$ cat src/rtl/fm_tx_pkg.sv
// Shared widths, default tuning constants and state encoding for the FM transmitter.
package fm_tx_pkg;

    localparam int unsigned SAMPLE_W = 16;
    localparam int unsigned ACC_W    = 32;

    // Carrier at fclk/8 with +-32767 mapping to roughly +-36 kHz of deviation
    localparam logic [ACC_W-1:0] FM_CEN_FWORD  = 32'h2000_0000;
    localparam int unsigned      FM_DEV_SHIFT  = 8;
    localparam int unsigned      FM_RAMP_SH    = 8;
    localparam int unsigned      FM_STARVE_CYC = 1024;

    localparam int unsigned ST_W = 2;
    typedef logic [ST_W-1:0] fm_state_t;

    localparam logic [ST_W-1:0] ST_OFF  = 2'd0;
    localparam logic [ST_W-1:0] ST_WAIT = 2'd1;
    localparam logic [ST_W-1:0] ST_RAMP = 2'd2;
    localparam logic [ST_W-1:0] ST_HOLD = 2'd3;

endpackage

$ cat src/rtl/fm_tx_mod_nco.sv
// Phase-accumulator NCO: registered frequency word around the carrier, 1-bit MSB output.
module fm_nco
    import fm_tx_pkg::*;
#(
    parameter logic [ACC_W-1:0] CEN_FWORD = FM_CEN_FWORD,
    parameter int unsigned      DEV_SHIFT = FM_DEV_SHIFT
) (
    input  logic                       clk_fm_send,
    input  logic                       rst_n,
    input  logic                       clr_i,
    input  logic signed [SAMPLE_W-1:0] cur_int_i,
    output logic                       fm_out_o
);

    logic [ACC_W-1:0] fword_q, fword_d;
    logic [ACC_W-1:0] acc_q, acc_d;
    logic [ACC_W-1:0] dev_c;

    // Sign-extended deviation, wrapping modulo 2^ACC_W together with the carrier
    assign dev_c = {{(ACC_W-SAMPLE_W){cur_int_i[SAMPLE_W-1]}}, cur_int_i} << DEV_SHIFT;

    always_comb begin
        fword_d = CEN_FWORD + dev_c;
        acc_d   = acc_q + fword_q;
        if (clr_i) begin
            fword_d = '0;
            acc_d   = '0;
        end
    end

    always_ff @(posedge clk_fm_send or negedge rst_n) begin
        if (!rst_n) begin
            fword_q <= '0;
            acc_q   <= '0;
        end else begin
            fword_q <= fword_d;
            acc_q   <= acc_d;
        end
    end

    assign fm_out_o = acc_q[ACC_W-1];

endmodule

$ cat src/rtl/fm_tx_mod.sv
// FM modulator top: sample handshake, linear interpolator and control FSM feeding the NCO.
module fm_tx_mod
    import fm_tx_pkg::*;
#(
    parameter logic [ACC_W-1:0] CEN_FWORD  = FM_CEN_FWORD,
    parameter int unsigned      DEV_SHIFT  = FM_DEV_SHIFT,
    parameter int unsigned      RAMP_SH    = FM_RAMP_SH,
    parameter int unsigned      STARVE_CYC = FM_STARVE_CYC
) (
    input  logic                       clk_fm_send,
    input  logic                       rst_n,
    input  logic                       en,
    input  logic signed [SAMPLE_W-1:0] s_data,
    input  logic                       s_valid,
    output logic                       s_ready,
    output logic                       fm_out,
    output logic                       starved
);

    localparam int unsigned FX_W   = SAMPLE_W + RAMP_SH;
    localparam int unsigned DIFF_W = FX_W + 1;
    localparam int unsigned IDLE_W = $clog2(STARVE_CYC + 1);
    localparam logic [RAMP_SH-1:0] CNT_MAX  = '1;
    localparam logic [IDLE_W-1:0]  IDLE_MAX = IDLE_W'(STARVE_CYC);

    fm_state_t                   st_q, st_d;
    logic signed [SAMPLE_W-1:0]  nxt_q, nxt_d;
    logic                        nxt_full_q, nxt_full_d;
    logic signed [SAMPLE_W-1:0]  tgt_q, tgt_d;
    logic signed [FX_W-1:0]      cur_fx_q, cur_fx_d;
    logic signed [FX_W-1:0]      step_q, step_d;
    logic [RAMP_SH-1:0]          cnt_q, cnt_d;
    logic [IDLE_W-1:0]           idle_q, idle_d;
    logic                        starved_q, starved_d;

    logic                        accept_c;
    logic                        load_c;
    logic                        seg_end_c;
    logic                        idle_st_c;
    logic                        nco_clr_c;
    logic signed [FX_W-1:0]      tgt_fx_c;
    logic signed [FX_W-1:0]      nxt_fx_c;
    logic signed [FX_W-1:0]      base_fx_c;
    logic signed [DIFF_W-1:0]    diff_c;

    assign s_ready   = en && !nxt_full_q && (st_q != ST_OFF);
    assign accept_c  = s_valid && s_ready;
    assign idle_st_c = (st_q == ST_WAIT) || (st_q == ST_HOLD);
    assign seg_end_c = (st_q == ST_RAMP) && (cnt_q == '0);
    assign load_c    = nxt_full_q && (idle_st_c || seg_end_c);

    assign tgt_fx_c  = {tgt_q, {RAMP_SH{1'b0}}};
    assign nxt_fx_c  = {nxt_q, {RAMP_SH{1'b0}}};
    // A load coinciding with the snap must ramp from the exact snapped value
    assign base_fx_c = seg_end_c ? tgt_fx_c : cur_fx_q;
    // One extra bit so a full-scale swing cannot overflow before the shift
    assign diff_c    = $signed({nxt_fx_c[FX_W-1], nxt_fx_c})
                     - $signed({base_fx_c[FX_W-1], base_fx_c});

    always_comb begin
        st_d       = st_q;
        nxt_d      = nxt_q;
        nxt_full_d = nxt_full_q;
        tgt_d      = tgt_q;
        cur_fx_d   = cur_fx_q;
        step_d     = step_q;
        cnt_d      = cnt_q;
        idle_d     = idle_q;
        starved_d  = 1'b0;

        case (st_q)
            ST_OFF: begin
                st_d = ST_WAIT;
            end
            ST_RAMP: begin
                if (cnt_q != '0) begin
                    cur_fx_d = cur_fx_q + step_q;
                    cnt_d    = cnt_q - RAMP_SH'(1);
                end else begin
                    cur_fx_d = tgt_fx_c;
                    st_d     = ST_HOLD;
                end
            end
            default: begin
            end
        endcase

        if (idle_st_c && (idle_q != IDLE_MAX)) begin
            idle_d = idle_q + IDLE_W'(1);
        end

        if (accept_c) begin
            nxt_d      = s_data;
            nxt_full_d = 1'b1;
        end

        if (load_c) begin
            tgt_d      = nxt_q;
            step_d     = FX_W'(diff_c >>> RAMP_SH);
            cnt_d      = CNT_MAX;
            nxt_full_d = 1'b0;
            idle_d     = '0;
            st_d       = ST_RAMP;
        end

        // Disable wins over everything and drops any buffered sample
        if (!en) begin
            st_d       = ST_OFF;
            nxt_full_d = 1'b0;
            cur_fx_d   = '0;
            idle_d     = '0;
        end

        starved_d = (idle_d == IDLE_MAX);
    end

    always_ff @(posedge clk_fm_send or negedge rst_n) begin
        if (!rst_n) begin
            st_q       <= ST_OFF;
            nxt_q      <= '0;
            nxt_full_q <= 1'b0;
            tgt_q      <= '0;
            cur_fx_q   <= '0;
            step_q     <= '0;
            cnt_q      <= '0;
            idle_q     <= '0;
            starved_q  <= 1'b0;
        end else begin
            st_q       <= st_d;
            nxt_q      <= nxt_d;
            nxt_full_q <= nxt_full_d;
            tgt_q      <= tgt_d;
            cur_fx_q   <= cur_fx_d;
            step_q     <= step_d;
            cnt_q      <= cnt_d;
            idle_q     <= idle_d;
            starved_q  <= starved_d;
        end
    end

    assign starved   = starved_q;
    assign nco_clr_c = !en || (st_q == ST_OFF);

    fm_nco #(
        .CEN_FWORD (CEN_FWORD),
        .DEV_SHIFT (DEV_SHIFT)
    ) u_nco (
        .clk_fm_send (clk_fm_send),
        .rst_n       (rst_n),
        .clr_i       (nco_clr_c),
        .cur_int_i   (cur_fx_q[FX_W-1 -: SAMPLE_W]),
        .fm_out_o    (fm_out)
    );

endmodule

$ cat config.mk
export PLATFORM = sky130hd
export DESIGN_NAME = fm_tx_mod
export DESIGN_NICKNAME = d
export VERILOG_FILES = /design/src/rtl/fm_tx_pkg.sv /design/src/rtl/fm_tx_mod_nco.sv /design/src/rtl/fm_tx_mod.sv
export SDC_FILE = /design/constraint.sdc
export NUM_CORES = 1
export LEC_CHECK = 0
export CORE_ASPECT_RATIO = 0.75
export CORE_MARGIN = 2
export CORE_UTILIZATION = 45
export DETAILED_ROUTE_END_ITERATION = 8
export GPL_ROUTABILITY_DRIVEN = 0
export SETUP_SLACK_MARGIN = 0.02
export SLEW_MARGIN = 15
export SYNTH_ARGS = -nofsm -noshare
export SYNTH_HDL_FRONTEND = slang
export SYNTH_SLANG_ARGS = --single-unit
$ cat constraint.sdc
create_clock -name clk_fm_send -period 3.7 [get_ports clk_fm_send]
set_input_delay 0.37 -clock clk_fm_send [delete_from_list [all_inputs] [get_ports clk_fm_send]]
set_output_delay 0.37 -clock clk_fm_send [all_outputs]
set_load 0.03 [all_outputs]
==> reports/qor.yml, run 1 <==
synth:
  ys_seq_area_frac: 0.404
  yosysWarnings: 0
  syn_area_mm2: 0.00848
  yosys_register_bits: 137
  synth_cells: 909
  async_flop_share: 1.00
  avgSynthCellArea_um2: 9.33
  ys_types: 66
  dominantRegCellSynth: "dfrtp_1"
  synth_edf_count: 0
  syn_nets: 996
clocking:
  path_clk_slew_ns: 0.06
  worstSkewPairLatency_ns: 0.43
  h-tree-depth: 4
  cts_buffer_depth: 2
  clkSinkCount: 137
  cts-root-buf: "clkbuf_16"
  tritoncts: "built"
  cts_made_buffers: 17
layout:
  nFillCells: 1696
  regArea_mm2: 0.00343
  final_cell_mix: "dfrtp_1 (137), nand2_1 (131), nor2_1 (78)"
  multiInputGateArea_mm2: 0.00484
  nets: 1014
  drive_above_1_share: 0.0745
  antenna_cells: 0
  synthToLayoutAreaGrowth_pct: 13.2
  final_common_cell: "dfrtp_1"
sta:
  finClkSkew_ns: 0.0134
  hold_viol_final: 0
  fin_crit_sh: 0.931
  slew_violations: 0
  rsz0062_at_grt: "no"
  hold-worst-slack_ns: 0.490
  slew_headroom: 0.379
  setup_viol: 0
  fin_tns_setup_ns: 0
  max_freq_ghz: 0.290
  tightest_slew_ns: 0.930
  setup_ws_ns: 0.255
  post-route-min-period_ns: 3.45
floorplanning:
  die_w_um: 163
  ioPinCount: 23
  die_h_um: 123
  start_util: 0.458
  dieArea_mm2: 0.0200
  core_mm2: 0.0185
  rows: 43
routing:
  routed_wl_um: 19000
  routedWlPerCell_um: 16.1
  drt_first_pass_iters: 5
  detail-route-antenna-nets: 0
  vias: 6594
  dr.first_iter.drc_count: 413
  vias_per_cell: 5.56
  drc_errors: 0
global_route:
  track_usage: 0.203
  antenna_found_initial: 0
  grt-ovfl-total: 0
  grt_max_degree: 73
  grt_pass1_vias: 6219
  grt_pass1_wl_um: 32000
setup_path:
  slowest_stage: "dfrtp_1"
  r2r_slack_ns: 0.25
  required_ns: 4.06
  cp_cell_sequence: "nor4_4 -> nand4_1 -> buf_4 -> mux2i_1 -> ha_1 -> a21oi_1 -> o21ai_0 -> o21ai_1 -> a31oi_4 -> o41a_2 -> or4_1 -> nand3_1"
  arrival_ns: 3.80
  critPathMaxFanout: 20
  end_kind: "flop"
  crit_path_start_kind: "flop"
  crit_type: "flop to flop"
  max_stage_delay_ns: 0.43
hold_path:
  hold_path_class: "flop to flop"
pwr:
  clkPwrFrac: 0.361
  switchingPower_uw: 1660
  power_frac_comb: 0.248
  power_density_mw_per_mm2: 538
  p_leak_uw: 0.00460
  p_sw_frac: 0.320
  vdd_ir_drop_max_mv: 0.319
  intPower_uw: 3520
  seq_power_share: 0.390
place:
  port_buffers: 22
  preCtsSetupSlack_ns: 0.163
  hpwl_um: 13900
flow_run:
  drv_cap: 0
outcome:
  status: "finished clean"
-- stage by stage --
stage / cells / util / power (µW) / area (µm²)
after floorplan: 909 / - / 2930 / 8480
after global placement: 1153 / 0.483 / 3300 / 8950
after detailed placement: 1153 / 0.483 / 3310 / 8950
after CTS: 1185 / 0.519 / 5210 / 9600
after global routing: 1186 / 0.519 / 5490 / 9610
final: 1186 / 0.519 / 5170 / 9610
-- layer usage --
metal  global-route usage  vias up  share of wire
li1                     -     3316              -
met1                0.313     3124           0.55
met2                0.283      135           0.40
met3               0.0349       19          0.039
met4               0.0769        0          0.016
met5                    0        -              0
-- final timing paths --
kind	startpoint	to	depth (start not counted)
setup / recovery	cnt_q[6]	step_q[15]	12
hold / removal	step_q[9]	step_q[9]	2
setup reg to reg	cnt_q[6]	step_q[15]	12
hold reg to reg	step_q[9]	step_q[9]	2
max in group asynchronous	rst_n	cur_fx_q[18]	3
min in group asynchronous	rst_n	idle_q[7]	2
-- Yosys cell counts, drive strengths merged, types with 9 or more instances --
cell type	instances	area, µm²
inv	18	67.6
o211ai	10	75.1
a211oi	14	105
buf	15	77.6
a31oi	13	96.3
dfrtp	137	3430
nand2	131	492
a21oi	48	244
nor2b	9	56.3
a21o	22	165
xnor2	36	315
o21a	9	67.6
mux2i	20	200
xor2	22	193
nor3	14	70.1
nand3	30	150
ha	65	813
nand4	12	75.1
o21ai	47	239
nor2	78	293
mux2	16	180
a22o	16	140
clkbuf	19	71.3
and2	25	156
-- cells by family after synthesis --
| kind of cell | share of synthesized area |
|---|---|
| AOI/OAI and AO/OA | 0.178 |
| buffers and inverters | 0.0255 |
| and+or+nand+nor | 0.187 |
| muxes | 0.0448 |
| xor gates and xnor gates | 0.0599 |
| adders and majority gates | 0.101 |
| DFF | 0.404 |
-- sequential cells by signal, indices dropped and copies added, names as in the netlist --
register       count
cur_fx_q          24
u_nco.acc_q       24
step_q            17
u_nco.fword_q     17
nxt_q             16
tgt_q             16
idle_q            11
cnt_q              8
st_q               2
nxt_full_q         1
starved            1
-- worst max-delay path, delay by kind of cell, from the launching register on --
family / cells / cell delay [ns]
AO/OA/AOI/OAI: 5 / 1.09
AND/OR/NAND/NOR: 4 / 1.04
flip-flops: 1 / 0.43
adder cells (fa/ha/maj): 1 / 0.37
buffers and inverters: 1 / 0.26
multiplexers: 1 / 0.17
-- layout make-up --
class                      count  share of cell area
inverter                      18             0.00703
clock buffer                  20              0.0465
clock inverter                11              0.0203
sequential                   137               0.357
timing repair buffer          33              0.0332
multi-input combinational    720               0.504
tap                          247              0.0322
-- repair_timing --
action | in CTS | in global routing
hold buffers | 1 | 0
setup buffers | 0 | 1
gates resized for setup | 0 | 1
endpoints found under the hold margin | 65 | 0
endpoints found under the setup margin | 0 | 1
-- power by group through the flow --
stage | Combinational [µW] | Clock, µW | Sequential, µW
5_1_grt | 1470 | 1970 | 2050
2_1_floorplan | 1010 | 0 | 1920
6_report | 1280 | 1870 | 2020
3_5_place_dp | 1270 | 0 | 2040
3_3_place_gp | 1260 | 0 | 2040
4_1_cts | 1290 | 1910 | 2010
(Power assumes the default switching activity.)
==> inputs of run 2 (changes only) <==
--- a/config.mk
+++ b/config.mk
@@ -5,6 +5,7 @@
 export SDC_FILE = /design/constraint.sdc
 export NUM_CORES = 1
 export LEC_CHECK = 0
+export ABC_AREA = 1
 export CORE_ASPECT_RATIO = 0.75
 export CORE_MARGIN = 2
 export CORE_UTILIZATION = 45
==> run 2 against run 1 <==
  * Wire length grew 42%
  * Sequential share of layout area is 3.6 points lower
  * Register-to-register slack improved by 0.22 ns
  * Sequential cell count unchanged
  * Critical endpoint is now step_q[11]
  * Critical path depth stayed put
  * Clock power decreased by 9%
  * Utilization fell by 0.89 points
==> reports/qor.yml, run 2 <==
hold_path:
  hold_path_class: "input port to async pin"
synth:
  synth_cells: 1366  # +50%
  yosys_register_bits: 137  # unchanged
  synthTopCellsByCount: "nand2_1 (331), nor2_1 (185), inv_1 (161)"
  ys_top_cells_by_area: "dfrtp_1 (36%), nand2_1 (13%), ha_1 (8.5%)"
  synth_top_area_frac: 0.359  # -0.0448
  syn_nets: 1453  # +46%
  synth_edf_count: 0  # unchanged
  ys_seq_area_frac: 0.359  # -0.0448
  syn_area_mm2: 0.00954  # +12%
  yosys.area.top_type: "dfrtp_1"
  ys_types: 45  # -32%
  yosysWarnings: 0  # unchanged
  synth_most_common_cell: "nand2_1"
  avgSynthCellArea_um2: 6.99  # -25%
  dominantRegCellSynth: "dfrtp_1"
  async_flop_share: 1.00  # unchanged
floorplanning:
  start_util: 0.455  # -0.00298
  die_h_um: 130  # +5.8%
  core_mm2: 0.0210  # +13%
  dieArea_mm2: 0.0224  # +12%
  rows: 46  # +7.0%
  die_w_um: 172  # +5.9%
  ioPinCount: 23  # unchanged
sta:
  slew_violations: 0  # unchanged
  rsz0062_at_grt: "no"
  post-route-min-period_ns: 3.23  # -0.218 ns
  finClkSkew_ns: 0.0110  # -0.00237 ns
  setup_viol: 0  # unchanged
  fin_crit_sh: 0.872  # -0.0588
  tightest_slew_ns: 0.861  # -0.0688 ns
  max_freq_ghz: 0.310  # +6.7%
  fin_tns_setup_ns: 0  # unchanged
  slew_headroom: 0.426  # +0.0471
  hold_viol_final: 0  # unchanged
place:
  dp.cells: 1663  # +44%
  port_buffers: 22  # unchanged
  hpwl_um: 20900  # +50%
setup_path:
  end_kind: "flop"
  arrival_ns: 3.55  # -0.25 ns
  crit_path_start_kind: "flop"
  crit_type: "flop to flop"
  critPathMaxFanout: 46  # +130%
  required_ns: 4.02  # -0.04 ns
clocking:
  cts_made_buffers: 17  # unchanged
  hold_buffers: 0  # -1
  cts_setup_buffers: 0  # unchanged
  cts_buffer_depth: 2  # unchanged
  path_clk_slew_ns: 0.06  # about the same
  worstSkewPairLatency_ns: 0.43  # about the same
  cts-root-buf: "clkbuf_16"
  post_cts_resized: 0  # unchanged
  clkSinkCount: 137  # unchanged
  h-tree-depth: 4  # unchanged
  tritoncts: "built"
outcome:
  status: "finished clean"
global_route:
  grt_pass1_vias: 8153  # +31%
  antenna_found_initial: 0  # unchanged
  grt-ovfl-total: 0  # unchanged
  grt_pass1_wl_um: 44000  # +38%
  track_usage: 0.255  # +0.0511
  grt_max_degree: 90  # +23%
layout:
  nets: 1481  # +46%
  final_cells: 1695  # +43%
  fin_util: 0.510  # -0.00890
  synthToLayoutAreaGrowth_pct: 12.0
  drive_above_1_share: 0.0505  # -0.0241
  final_common_cell: "nand2_1"
  final_cell_mix: "nand2_1 (331), nor2_1 (185), inv_1 (161)"
  largest_registers: "cur_fx_q: 24 flops, u_nco.acc_q: 24 flops"
  antenna_cells: 0  # unchanged
routing:
  vias_per_cell: 5.33  # -4.1%
  drt_first_pass_iters: 5  # unchanged
  routedWlPerCell_um: 16.0  # -0.58%
  drc_errors: 0  # unchanged
  routed_wl_um: 27100  # +42%
  dr.first_iter.drc_count: 933  # +130%
  detail-route-antenna-nets: 0  # unchanged
  vias: 9039  # +37%
pwr:
  p_leak_uw: 0.00546  # +19%
  power_density_mw_per_mm2: 474  # -12%
  vdd_ir_drop_max_mv: 0.312  # -2.0%
flow_run:
  drv_cap: 0  # unchanged
==> run 2: cell count changes after synthesis, moves of 16 or more <==
cell,before,now
o21ai_0,40,118
nor2_1,78,185
a21oi_1,47,112
inv_1,18,161
xnor2_1,36,6
nand3_1,30,91
mux2_2,16,0
nand2_1,131,331
mux2i_1,20,0
and2_1,25,0
==> run 2: path summary, 6_finish.rpt <==
path | endpoint | slack (ns) | depth (start not counted) | start
max | step_q[11] | 0.47 | 12 | st_q[0]
min reg2reg | cnt_q[0] | 0.49 | 2 | cnt_q[0]
max reg2reg | step_q[11] | 0.47 | 12 | st_q[0]
max in group asynchronous | step_q[3] | 2.94 | 2 | rst_n
min | u_nco.acc_q[28] | 0.007 | 1 | rst_n
min in group clk_fm_send | cnt_q[0] | 0.49 | 2 | cnt_q[0]
==> run 2: layout make-up <==
class / instances / area [µm²]
timing repair buffer: 31 / 302
clock inverter: 14 / 153
inverter: 169 / 634
tap: 288 / 360
sequential: 137 / 3430
clock buffer: 18 / 429
multi-input combinational: 1038 / 5380
fill: 2132 / 10300
==> run 2: cells by family after synthesis <==
group                    after synthesis  synth area share
buffers and inverters                191            0.0768
AND/OR/NAND/NOR                      668             0.294
adder cells (fa/ha/maj)               67            0.0894
flip-flops                           137             0.359
XOR/XNOR                              18            0.0165
AO/OA/AOI/OAI                        285             0.164
==> run 2: layer usage <==
layer	global-route usage	share of wire
met1	0.401	0.52
met2	0.353	0.40
met3	0.0625	0.074
met4	0.0440	0.0093
met5	0	0
==> run 2: critical path: stages, from the launching register on <==
cell and delay [ns]:
dfrtp_1 0.45, nor2_2 0.38, nand3_4 0.44, o21ai_0 0.32, ha_1 0.33, a21oi_1 0.28
nor2_1 0.09, nor2_1 0.17, o21ai_0 0.11, nor2_1 0.26, nand3_1 0.12, nand3_1 0.10
nand2_1 0.06
==> run 2: power by group <==
| part | leakage, µW | internal (µW) | switching (µW) | total (µW) |
|---|---|---|---|---|
| registers | 0.00177 | 1740 | 249 | 1990 |
| logic | 0.00343 | 493 | 880 | 1370 |
| clock network | 0.000260 | 993 | 713 | 1710 |
| total | 0.00546 | 3230 | 1840 | 5070 |
==> run 2: stage by stage <==
| stage | setup WS [ns] | cell area (µm²) | hold WS, ns | total power (µW) |
|---|---|---|---|---|
| floorplan | 0.909 | 9540 | 0.0744 | 2900 |
| global placement | 0.512 | 10100 | 0.470 | 3340 |
| detailed placement | 0.561 | 10100 | 0.475 | 3350 |
| CTS | 0.546 | 10700 | 0.0338 | 5080 |
| global route | 0.108 | 10700 | 0.0742 | 5380 |
| finish | 0.472 | 10700 | 0.00692 | 5070 |
